**config.mk**
```make
export PLATFORM = sky130hd
export DESIGN_NAME = hazard_stall_controller
export DESIGN_NICKNAME = d
export VERILOG_FILES = /design/src/rtl/hazard_pkg.sv /design/src/rtl/hazard_stall_controller_md_sequencer.sv /design/src/rtl/hazard_stall_controller.sv
export SDC_FILE = /design/constraint.sdc
export NUM_CORES = 1
export LEC_CHECK = 0
export ABC_AREA = 1
export BUFFER_PORTS_ARGS = -buffer_cell sky130_fd_sc_hd__buf_2
export CAP_MARGIN = 25
export CORE_ASPECT_RATIO = 0.5
export CORE_MARGIN = 2
export CORE_UTILIZATION = 33
export CTS_BUF_LIST = sky130_fd_sc_hd__clkbuf_4 sky130_fd_sc_hd__clkbuf_8
export CTS_CLUSTER_DIAMETER = 50
export DETAILED_ROUTE_END_ITERATION = 8
export PLACE_DENSITY_LB_ADDON = 0.15
export SYNTH_ARGS = -nofsm -noshare
export SYNTH_HDL_FRONTEND = slang
export SYNTH_SLANG_ARGS = --single-unit
```
**constraint.sdc**
```tcl
create_clock -name clk -period 3.01 [get_ports clk]
set_input_delay 0.1505 -clock clk [delete_from_list [all_inputs] [get_ports clk]]
set_output_delay 0.1505 -clock clk [all_outputs]
set_load 0.01 [all_outputs]
```
**src/rtl/hazard_pkg.sv**
```systemverilog
// Shared types and constants for the hazard/stall path: mul/div FSM encoding,
// default mul/div latency and the hard-wired zero register.
package hazard_pkg;

   typedef enum logic [1:0] {
      StIdle = 2'd0,
      StBusy = 2'd1,
      StDone = 2'd2
   } md_state_t;

   localparam int unsigned MD_LATENCY_DEFAULT = 32;
   localparam logic [4:0]  REG_ZERO           = 5'd0;

endpackage

```
**src/rtl/hazard_stall_controller_md_sequencer.sv**
```systemverilog
// Mul/div sequencer: holds the pipe front for MD_LATENCY cycles after a start,
// then emits a single-cycle done pulse before returning to idle.
module md_sequencer
   import hazard_pkg::*;
#(
   parameter int unsigned MD_LATENCY = MD_LATENCY_DEFAULT,
   parameter int unsigned CNT_W      = 8
) (
   input  logic clk,
   input  logic reset,
   input  logic start,
   output logic busy,
   output logic done
);

   md_state_t        state_q, state_d;
   logic [CNT_W-1:0] cnt_q, cnt_d;

   always_ff @(posedge clk or posedge reset) begin
      if (reset) begin
         state_q <= StIdle;
         cnt_q   <= '0;
      end else begin
         state_q <= state_d;
         cnt_q   <= cnt_d;
      end
   end

   always_comb begin
      state_d = state_q;
      cnt_d   = cnt_q;
      unique case (state_q)
         StIdle: begin
            if (start) begin
               cnt_d   = CNT_W'(MD_LATENCY - 1);
               state_d = StBusy;
            end
         end
         StBusy: begin
            if (cnt_q == '0) begin
               state_d = StDone;
            end else begin
               cnt_d = cnt_q - 1'b1;
            end
         end
         // start still reflects the finishing instruction here, so it is ignored
         StDone:  state_d = StIdle;
         default: state_d = StIdle;
      endcase
   end

   always_comb begin
      busy = 1'b0;
      done = 1'b0;
      if (!reset) begin
         busy = (state_q == StBusy);
         done = (state_q == StDone);
      end
   end

endmodule

```
**src/rtl/hazard_stall_controller.sv**
```systemverilog
// Stall/flush controller for the 5-stage pipe: load-use and branch-operand hazards
// plus mul/div freeze. Optional perf counters under STALL_PERF_COUNT_EN.
module hazard_stall_controller
   import hazard_pkg::*;
#(
   parameter int unsigned MD_LATENCY = MD_LATENCY_DEFAULT,
   parameter int unsigned CNT_W      = 8
) (
   input  logic       clk,
   input  logic       reset,
   input  logic [4:0] rsD,
   input  logic [4:0] rtD,
   input  logic [4:0] rtE,
   input  logic [4:0] writeRegisterE,
   input  logic [4:0] writeRegisterM,
   input  logic       regWriteE,
   input  logic       memToRegE,
   input  logic       memToRegM,
   input  logic       branchD,
   input  logic       pcSrcD,
   input  logic       mdStartE,
   output logic       stallF,
   output logic       stallD,
   output logic       stallE,
   output logic       flushD,
   output logic       flushE,
   output logic       flushM,
   output logic       mdBusy,
   output logic       mdDone
`ifdef STALL_PERF_COUNT_EN
   ,
   output logic [31:0] stallCycles,
   output logic [15:0] mdOps
`endif
);

   logic lw_stall, br_stall, hz_stall, md_stall_active;
   logic br_from_e, br_from_m;

   md_sequencer #(
      .MD_LATENCY (MD_LATENCY),
      .CNT_W      (CNT_W)
   ) u_md_sequencer (
      .clk   (clk),
      .reset (reset),
      .start (mdStartE),
      .busy  (mdBusy),
      .done  (mdDone)
   );

   assign md_stall_active = mdBusy;

   always_comb begin
      lw_stall  = memToRegE && (rtE != REG_ZERO) && ((rtE == rsD) || (rtE == rtD));
      br_from_e = regWriteE && (writeRegisterE != REG_ZERO) &&
                  ((writeRegisterE == rsD) || (writeRegisterE == rtD));
      br_from_m = memToRegM && (writeRegisterM != REG_ZERO) &&
                  ((writeRegisterM == rsD) || (writeRegisterM == rtD));
      br_stall  = branchD && (br_from_e || br_from_m);
      hz_stall  = lw_stall || br_stall;
   end

   // mul/div freeze dominates: E must keep its contents, so no bubbles behind it
   always_comb begin
      stallF = 1'b0;
      stallD = 1'b0;
      stallE = 1'b0;
      flushD = 1'b0;
      flushE = 1'b0;
      flushM = 1'b0;
      if (!reset) begin
         stallF = hz_stall || md_stall_active;
         stallD = hz_stall || md_stall_active;
         stallE = md_stall_active;
         flushE = hz_stall && !md_stall_active;
         flushD = pcSrcD && !hz_stall && !md_stall_active;
         flushM = md_stall_active;
      end
   end

`ifdef STALL_PERF_COUNT_EN
   logic [31:0] stall_cycles_q;
   logic [15:0] md_ops_q;

   always_ff @(posedge clk or posedge reset) begin
      if (reset) begin
         stall_cycles_q <= '0;
         md_ops_q       <= '0;
      end else begin
         if (stallF) stall_cycles_q <= stall_cycles_q + 32'd1;
         if (mdDone) md_ops_q       <= md_ops_q + 16'd1;
      end
   end

   assign stallCycles = stall_cycles_q;
   assign mdOps       = md_ops_q;
`endif

endmodule

```
==> flow_metrics.py, run 1 <==
metrics = {
    "status": {
        "outcome": "complete, no violations",
    },
    "floorplan": {
        "core_um2": 3416,
        "num_io_pins": 41,
        "die_w_um": 88.11,
        "rows": 15,
        "initial_core_util_pct": 34.18,
        "die_h_um": 46.06,
        "floorplan.die_area_um2": 4058,
    },
    "timing": {
        "rsz0062_at_grt": "no",
        "tns_ns": 0,
        "relSlewSlack_pct": 81.98,
        "post-route-min-period_ns": 1.599,
        "hold_viol_final": 0,
        "skew_ns": 0.003736,
        "hold_slack_ns": 0.2151,
        "tightest_slew_ns": 0.2679,
        "finalSetupViolCount": 0,
        "worst_slack_ns": 1.411,
        "fin_crit_sh_pct": 53.13,
        "report.final.slew_viol_count": 0,
        "max_freq_mhz": 625.4,
    },
    "cells_and_area": {
        "finalNetCount": 278,
        "final_cells": 292,
        "fillers": 408,
        "finalInstanceArea_um2": 1460,
        "syn_to_final_growth_pct": 25.08,
        "antenna-diode-count": 0,
        "drive_gt1_share_pct": 24.90,
    },
    "detailed_routing": {
        "first_pass_iters": 4,
        "drt-vias-per-instance": 4.332,
        "dr.first_iter.drc_count": 52,
        "finalWirelength_mm": 2.808,
        "num_vias": 1265,
        "ant_nets": 0,
        "wire_per_inst_um": 9.616,
        "drc": 0,
    },
    "logic_synthesis": {
        "yosysSeqAreaShare_pct": 21.44,
        "ys_ff_latch": 10,
        "synth_fp_nets": 235,
        "postSynthAreaPerCell_um2": 5.837,
        "syn_area_um2": 1167,
        "yosys_warnings": 0,
        "ys_types": 28,
        "postSynthCellCount": 200,
    },
    "critical_path": {
        "path_buf_inv": 3,
        "crit_start": "u_md_sequencer.state_q[1]",
        "end_kind": "output pin",
        "r2r-end": "u_md_sequencer.cnt_q[4]",
        "slowest_delay_ns": 0.40,
        "worstPathMaxFanout": 5,
        "worstPathArrival_ns": 1.45,
        "ff2ff_path_depth": 9,
        "critPathKind": "flop to output pin",
        "critPathTopFamily": "simple AND/OR/NAND/NOR gates",
        "cp.required_ns": 2.86,
        "critPathLaunchType": "flop",
        "r2r-start": "u_md_sequencer.cnt_q[3]",
        "crit_chain": "nor2_2 -> inv_2 -> nor2_1 -> inv_1 -> nand2_1 -> buf_2",
        "slowest_stage": "dfrtp_1",
        "r2r_slack_ns": 1.50,
    },
    "clocking": {
        "cts_tree": "built",
        "root_buffer": "clkbuf_8",
        "htreeDepth": 1,
        "cts_made_buffers": 3,
        "clock_latency_ns": 0.23,
        "clk_pin_slew_ns": 0.05,
        "clkSinkCount": 10,
        "post_cts_resized": 0,
        "ctsLongestPathBuffers": 2,
    },
    "placement": {
        "dp_cells": 288,
        "io_buffers": 40,
        "gp_congestion": 0.7502,
        "post_dp_cell_area_um2": 1409,
        "post-dp-hpwl_mm": 2.370,
        "place_ws_ns": 1.509,
    },
    "min_path": {
        "hold_depth": 3,
        "whs_endpoint": "u_md_sequencer.cnt_q[2]",
        "min_from": "mdStartE",
        "worstHoldPathType": "input port to flop",
    },
    "global_route": {
        "overflow": 0,
        "grt_max_degree": 14,
        "track_usage_pct": 14.88,
        "grt_pass1_wl_mm": 4.657,
        "antenna_found_initial": 0,
        "grt_pass1_vias": 1101,
    },
    "pwr": {
        "p_leak_uw": 0.0008578,
        "p_clk_share_pct": 36.9,
        "swShare_pct": 29.20,
        "switchingPower_uw": 109.7,
        "power_density_nw_per_um2": 257.4,
        "seqPwrFrac_pct": 35.9,
        "power_frac_comb_pct": 27.3,
        "p_int_uw": 266.1,
        "ir_worst_vdd_v": 0.0001050,
    },
    "run": {
        "cap_violations": 0,
    },
}
## registers in the layout, indices dropped and copies added (netlist names)
| signal | flops |
|---|---|
| u_md_sequencer.state_q | 2 |
| u_md_sequencer.cnt_q | 8 |
## synthesized netlist by cell type
| master | count | share of area [%] |
|---|---|---|
| nand3_2 | 1 | 0.86 |
| dfrtp_1 | 10 | 21 |
| a21oi_1 | 6 | 2.6 |
| nand2_4 | 2 | 1.9 |
| o21ai_0 | 4 | 1.7 |
| nand3_1 | 11 | 4.7 |
| nor4_1 | 1 | 0.54 |
| o31ai_1 | 1 | 0.64 |
| o21ai_1 | 1 | 0.43 |
| nor2_4 | 1 | 0.96 |
| nor3_2 | 1 | 0.86 |
| inv_2 | 8 | 2.6 |
| xor2_1 | 6 | 4.5 |
| nor2_2 | 1 | 0.54 |
| nand2_2 | 1 | 0.54 |
| nor2_1 | 26 | 8.4 |
| nand4_1 | 3 | 1.6 |
| or2_0 | 1 | 0.54 |
| nand4_4 | 1 | 1.8 |
| nand2_1 | 70 | 23 |
| xnor2_1 | 6 | 4.5 |
| or2_4 | 1 | 0.75 |
| buf_4 | 3 | 1.9 |
| nor3_1 | 2 | 0.86 |
| a31oi_1 | 1 | 0.54 |
| nand3b_1 | 1 | 0.64 |
| inv_1 | 28 | 9.0 |
| ha_1 | 2 | 2.1 |
## routing by layer
| metal | up-vias | global-route usage, % | share of wire (%) |
|---|---|---|---|
| li1 | 688 | - | - |
| met1 | 549 | 18.86 | 48 |
| met2 | 26 | 26.67 | 48 |
| met3 | 2 | 3.226 | 3.5 |
| met4 | 0 | 3.333 | 0.61 |
| met5 | - | 0 | 0 |
## what timing repair did
action,4_1_cts,5_1_grt
setup buffers,0,0
hold buffers,1,0
hold endpoints to repair,10,0
## how the worst max path moves through the flow
stage	to	slack, ns	cells past startpoint
after detailed placement	u_md_sequencer.cnt_q[4]	1.51	9
after global placement	u_md_sequencer.cnt_q[4]	1.56	9
after floorplan	stallF	1.59	6
after CTS	stallD	1.39	6
after global routing	stallF	1.29	6
final	stallD	1.41	6
## cells in the final DEF, fill, tap and decap left out, types with 2 or more instances in the layout
master,synthesis,final
xnor2_1,6,6
inv_1,28,28
nand3_1,11,11
buf_2,0,40
nand2_4,2,2
o21ai_0,4,4
ha_1,2,2
xor2_1,6,6
dfrtp_1,10,10
nor2_1,26,26
inv_2,8,8
nand2_1,70,70
a21oi_1,6,6
nor3_1,2,2
clkbuf_8,0,3
nand4_1,3,3
## logic make-up (layout without fill, tap and decap cells)
kind of cell	count (synthesis)	count (layout)	share of synthesized area (%)
AO/OA/AOI/OAI	13	13	5.895
XOR/XNOR	12	12	9.003
adder cells (fa/ha/maj)	2	2	2.143
buffers and inverters	39	80	13.50
flip-flops	10	10	21.44
AND/OR/NAND/NOR	124	124	48.02
## area by class of cell
cell class	instances	area (µm²)	share of cell area (%)
multi-input combinational	151	759.5	52.01
sequential	10	250.2	17.14
timing repair buffer	41	210.2	14.40
inverter	36	135.1	9.255
tap	51	63.81	4.370
clock buffer	3	41.29	2.828
## per-stage QoR
stage	total power (µW)	util [%]
finish	375.8	42.75
CTS	380.4	42.75
floorplan	194.7	-
detailed placement	239.0	41.25
global route	404.3	42.75
global placement	237.7	41.25
## power groups by stage
stage / registers, µW / clock network (µW) / logic, µW
2_1_floorplan: 137 / 0 / 57.8
3_3_place_gp: 137 / 0 / 101
3_5_place_dp: 137 / 0 / 102
4_1_cts: 135 / 142 / 103
5_1_grt: 135 / 151 / 118
6_report: 135 / 139 / 103
## worst register-to-register path: stages (launching register included)
cell	delay, ns
dfrtp_1	0.42
or2_4	0.29
nor2_4	0.12
nand4_4	0.10
nand2_4	0.10
nand2_4	0.09
nand3_2	0.10
nor2_1	0.05
nor2_1	0.08
nand2_1	0.05
No activity file was read; power rests on OpenSTA's default activity.
==> run 2, diff against run 1 <==
--- a/config.mk
+++ b/config.mk
@@ -5,7 +5,7 @@
 export SDC_FILE = /design/constraint.sdc
 export NUM_CORES = 1
 export LEC_CHECK = 0
-export ABC_AREA = 1
+export ABC_AREA = 0
 export BUFFER_PORTS_ARGS = -buffer_cell sky130_fd_sc_hd__buf_2
 export CAP_MARGIN = 25
 export CORE_ASPECT_RATIO = 0.5
==> constraint.sdc (replaced) <==
create_clock -name clk -period 1.5 [get_ports clk]
set_input_delay 0.075 -clock clk [delete_from_list [all_inputs] [get_ports clk]]
set_output_delay 0.075 -clock clk [all_outputs]
set_load 0.01 [all_outputs]
==> run 2 against run 1 <==
Net effect: the flow now finishes with violations (setup timing); core utilization rose by 14 points; first-iteration DRC count decreased by 69%; total power grew to 4.9 times the previous value; area after synthesis fell by 19%; non-clock buffer count rose by 24; sequential share of layout area shrank 0.58 points; register-to-register slack worse by 1.6 ns; via count down 17%; combinational power increased to 9.6 times the previous value; clock-buffer cell count rose by 1; worst setup slack worse by 1.6 ns; clock skew up 0.00074 ns; critical path type is now input port to output pin; critical endpoint unchanged; highest routed layer unchanged.
==> flow_metrics.py, run 2 <==
metrics = {
    "cells_and_area": {
        "regMostFlops": "u_md_sequencer.cnt_q",
        "finalNetCount": 215,
        "top_regs": "u_md_sequencer.cnt_q: 8 flops, u_md_sequencer.state_q: 2 flops",
        "largest_reg_flops": 8,
        "fillers": 250,
        "final_util_pct": 57.01,
        "drive_gt1_share_pct": 45.81,
        "syn_to_final_growth_pct": 60.00,
        "final_common_cell": "buf_2",
        "antenna-diode-count": 0,
        "most-common-layout-cells": "buf_2, xnor2_1, buf_4",
        "final_cells": 216,
    },
    "logic_synthesis": {
        "yosys_warnings": 0,
        "yosys.area_share.simple_pct": 23.97,
        "ys_types": 28,
        "synth_top_family_by_area": "XOR/XNOR gates",
        "yosysMostFrequentCell": "xnor2_1",
        "synth_flop_cell": "dfrtp_1",
        "ys_ff_latch": 10,
        "yosysSeqAreaShare_pct": 26.49,
        "synth_common_cells": "xnor2_1, nand2_1, dfrtp_1, nand3_1, nor2_1",
        "postSynthAreaPerCell_um2": 8.360,
        "yosysTopAreaCell": "xnor2_1",
        "postSynthCellCount": 113,
        "synth_edf_count": 0,
        "synth_fp_nets": 148,
        "syn_area_um2": 944.7,
        "synth_area_leaders": "xnor2_1, dfrtp_1, xor2_1",
        "async_reset_ff_share_pct": 100.0,
        "synthAdderAreaFrac_pct": 2.649,
        "synth-xor-area-share_pct": 33.38,
        "synth_top_area_share_pct": 27.81,
        "muxShareOfSynthArea_pct": 0,
        "synth-compound-area-share_pct": 9.934,
    },
    "global_route": {
        "grt_max_degree": 11,
        "antenna_found_initial": 0,
        "grt_pass1_wl_mm": 4.271,
        "grt_pass1_vias": 994,
        "grt_util_met3_pct": 2.391,
        "overflow": 0,
        "met1_usage_pct": 21.80,
        "grt-busiest-layer": "met2",
        "track_usage_pct": 16.56,
        "use_met2_pct": 27.56,
    },
    "timing": {
        "post-route-min-period_ns": 1.703,
        "max_freq_mhz": 587.3,
        "hold_viol_final": 0,
        "finalSetupViolCount": 10,
        "rsz0062_at_grt": "yes",
        "worst_slack_ns": -0.2027,
        "tightest_slew_ns": 0.5110,
        "skew_ns": 0.004479,
        "fin_crit_sh_pct": 113.5,
        "relSlewSlack_pct": 65.62,
        "report.final.slew_viol_count": 0,
    },
    "clocking": {
        "cts_made_buffers": 3,
        "clkSinkCount": 10,
        "clock_latency_ns": 0.24,
        "clk_pin_slew_ns": 0.05,
        "root_buffer": "clkbuf_8",
        "htreeDepth": 1,
        "cts_tree": "built",
        "ctsLongestPathBuffers": 2,
    },
    "placement": {
        "gp_congestion": 0.7714,
        "io_buffers": 40,
        "post-dp-hpwl_mm": 2.208,
        "dp_cells": 210,
    },
    "pwr": {
        "power_frac_comb_pct": 54.2,
        "p_clk_share_pct": 18.6,
        "ir_worst_vdd_v": 0.0005919,
        "p_leak_uw": 0.0006575,
        "swShare_pct": 38.08,
        "switchingPower_uw": 694.7,
        "seqPwrFrac_pct": 27.2,
        "power_density_nw_per_um2": 1207,
        "p_int_uw": 1130,
    },
    "floorplan": {
        "rows": 13,
        "core_um2": 2651,
        "floorplan.die_area_um2": 3332,
        "num_io_pins": 41,
        "initial_core_util_pct": 35.63,
        "die_w_um": 79.67,
        "die_h_um": 41.83,
    },
    "detailed_routing": {
        "drc": 0,
        "first_pass_iters": 4,
        "drt-vias-per-instance": 4.884,
        "finalWirelength_mm": 2.728,
        "wire_per_inst_um": 12.63,
        "ant_nets": 0,
        "num_vias": 1055,
        "dr.first_iter.drc_count": 16,
    },
    "status": {
        "violations": "setup timing",
        "outcome": "finished with violations",
    },
    "run": {
        "cap_violations": 0,
    },
    "critical_path": {
        "critPathKind": "input port to output pin",
        "end_kind": "output pin",
        "cp.required_ns": 1.42,
        "worstPathArrival_ns": 1.63,
        "worstPathMaxFanout": 2,
        "critPathLaunchType": "input port",
    },
    "min_path": {
        "worstHoldPathType": "input port to flop",
    },
}
[run 2: cell types whose count changed in the layout (fill, tap and decap cells not counted), sizes merged, moves of 5 or more]
cell   previous run  this run
inv              36         3
nand2            73        13
xnor2             6        30
nor2             28         8
o21ai             5         0
buf              40        64
[run 2: power by group through the flow]
stage          clock network (µW)  registers, µW  logic [µW]
2_1_floorplan                   0            498         494
3_3_place_gp                    0            496         863
3_5_place_dp                    0            493         876
4_1_cts                       348            495         961
5_1_grt                       359            510        1100
6_report                      339            496         989
[run 2: area by class of cell]
type                       instances  area (µm²)  share of cell area [%]
multi-input combinational         97       744.5                   49.25
timing repair buffer              65       404.1                   26.74
sequential                        10       250.2                   16.56
clock buffer                       4       55.05                   3.642
tap                               37       46.29                   3.063
inverter                           3       11.26                  0.7450
[run 2: cells by family after synthesis]
group,after synthesis
and+or+nand+nor,46
AOI/OAI and AO/OA,13
buffers and inverters,6
DFF,10
adders and majority gates,2
xor gates and xnor gates,36
[run 2: per-layer routing]
metal  up-vias  share of wire [%]
met5         -                  0
met2        38                 46
li1        525                  -
met1       487                 46
met4         0                1.5
met3         5                7.0
[run 2: worst max-delay path: stages]
cell and delay [ns]:
buf_6 0.09, or4_4 0.52, o21a_1 0.19, a222oi_1 0.38, buf_4 0.19, a21oi_2 0.05, buf_2 0.14
[run 2: repair_timing]
| action | CTS | global route |
|---|---|---|
| hold endpoints to repair | 10 | 0 |
| setup buffers | 1 | 0 |
| gates resized for setup | 9 | 7 |
| pin swaps | 10 | 12 |
| endpoints found under the setup margin | 12 | 12 |
| hold buffers | 1 | 0 |
[run 2: per-stage QoR]
| stage | total power [µW] | cell area [µm²] | hold WS, ns | TNS, ns | worst slack [ns] |
|---|---|---|---|---|---|
| finish | 1824 | 1511 | 0.1415 | -1.035 | -0.2027 |
| global route | 1968 | 1511 | 0.1637 | -1.919 | -0.2916 |
| CTS | 1804 | 1483 | 0.1387 | -0.9959 | -0.1946 |
| detailed placement | 1369 | 1375 | 0.1234 | -1.383 | -0.1973 |
| global placement | 1359 | 1375 | 0.1243 | -0.7886 | -0.1639 |
| floorplan | 992.8 | 978.4 | -0.07959 | -0.1168 | -0.05857 |
[run 2: path summary, 6_finish.rpt]
kind                                           end  cells after the start                     from  slack (ns)
max                                         stallD                      7                   rtE[1]       -0.20
min                        u_md_sequencer.cnt_q[3]                      3                 mdStartE        0.14
max reg2reg                u_md_sequencer.cnt_q[2]                      7  u_md_sequencer.cnt_q[0]       -0.07
min reg2reg                u_md_sequencer.cnt_q[4]                      2  u_md_sequencer.cnt_q[4]        0.55
max in group asynchronous  u_md_sequencer.cnt_q[1]                      4                    reset        0.94
min in group asynchronous  u_md_sequencer.cnt_q[7]                      4                    reset        0.41
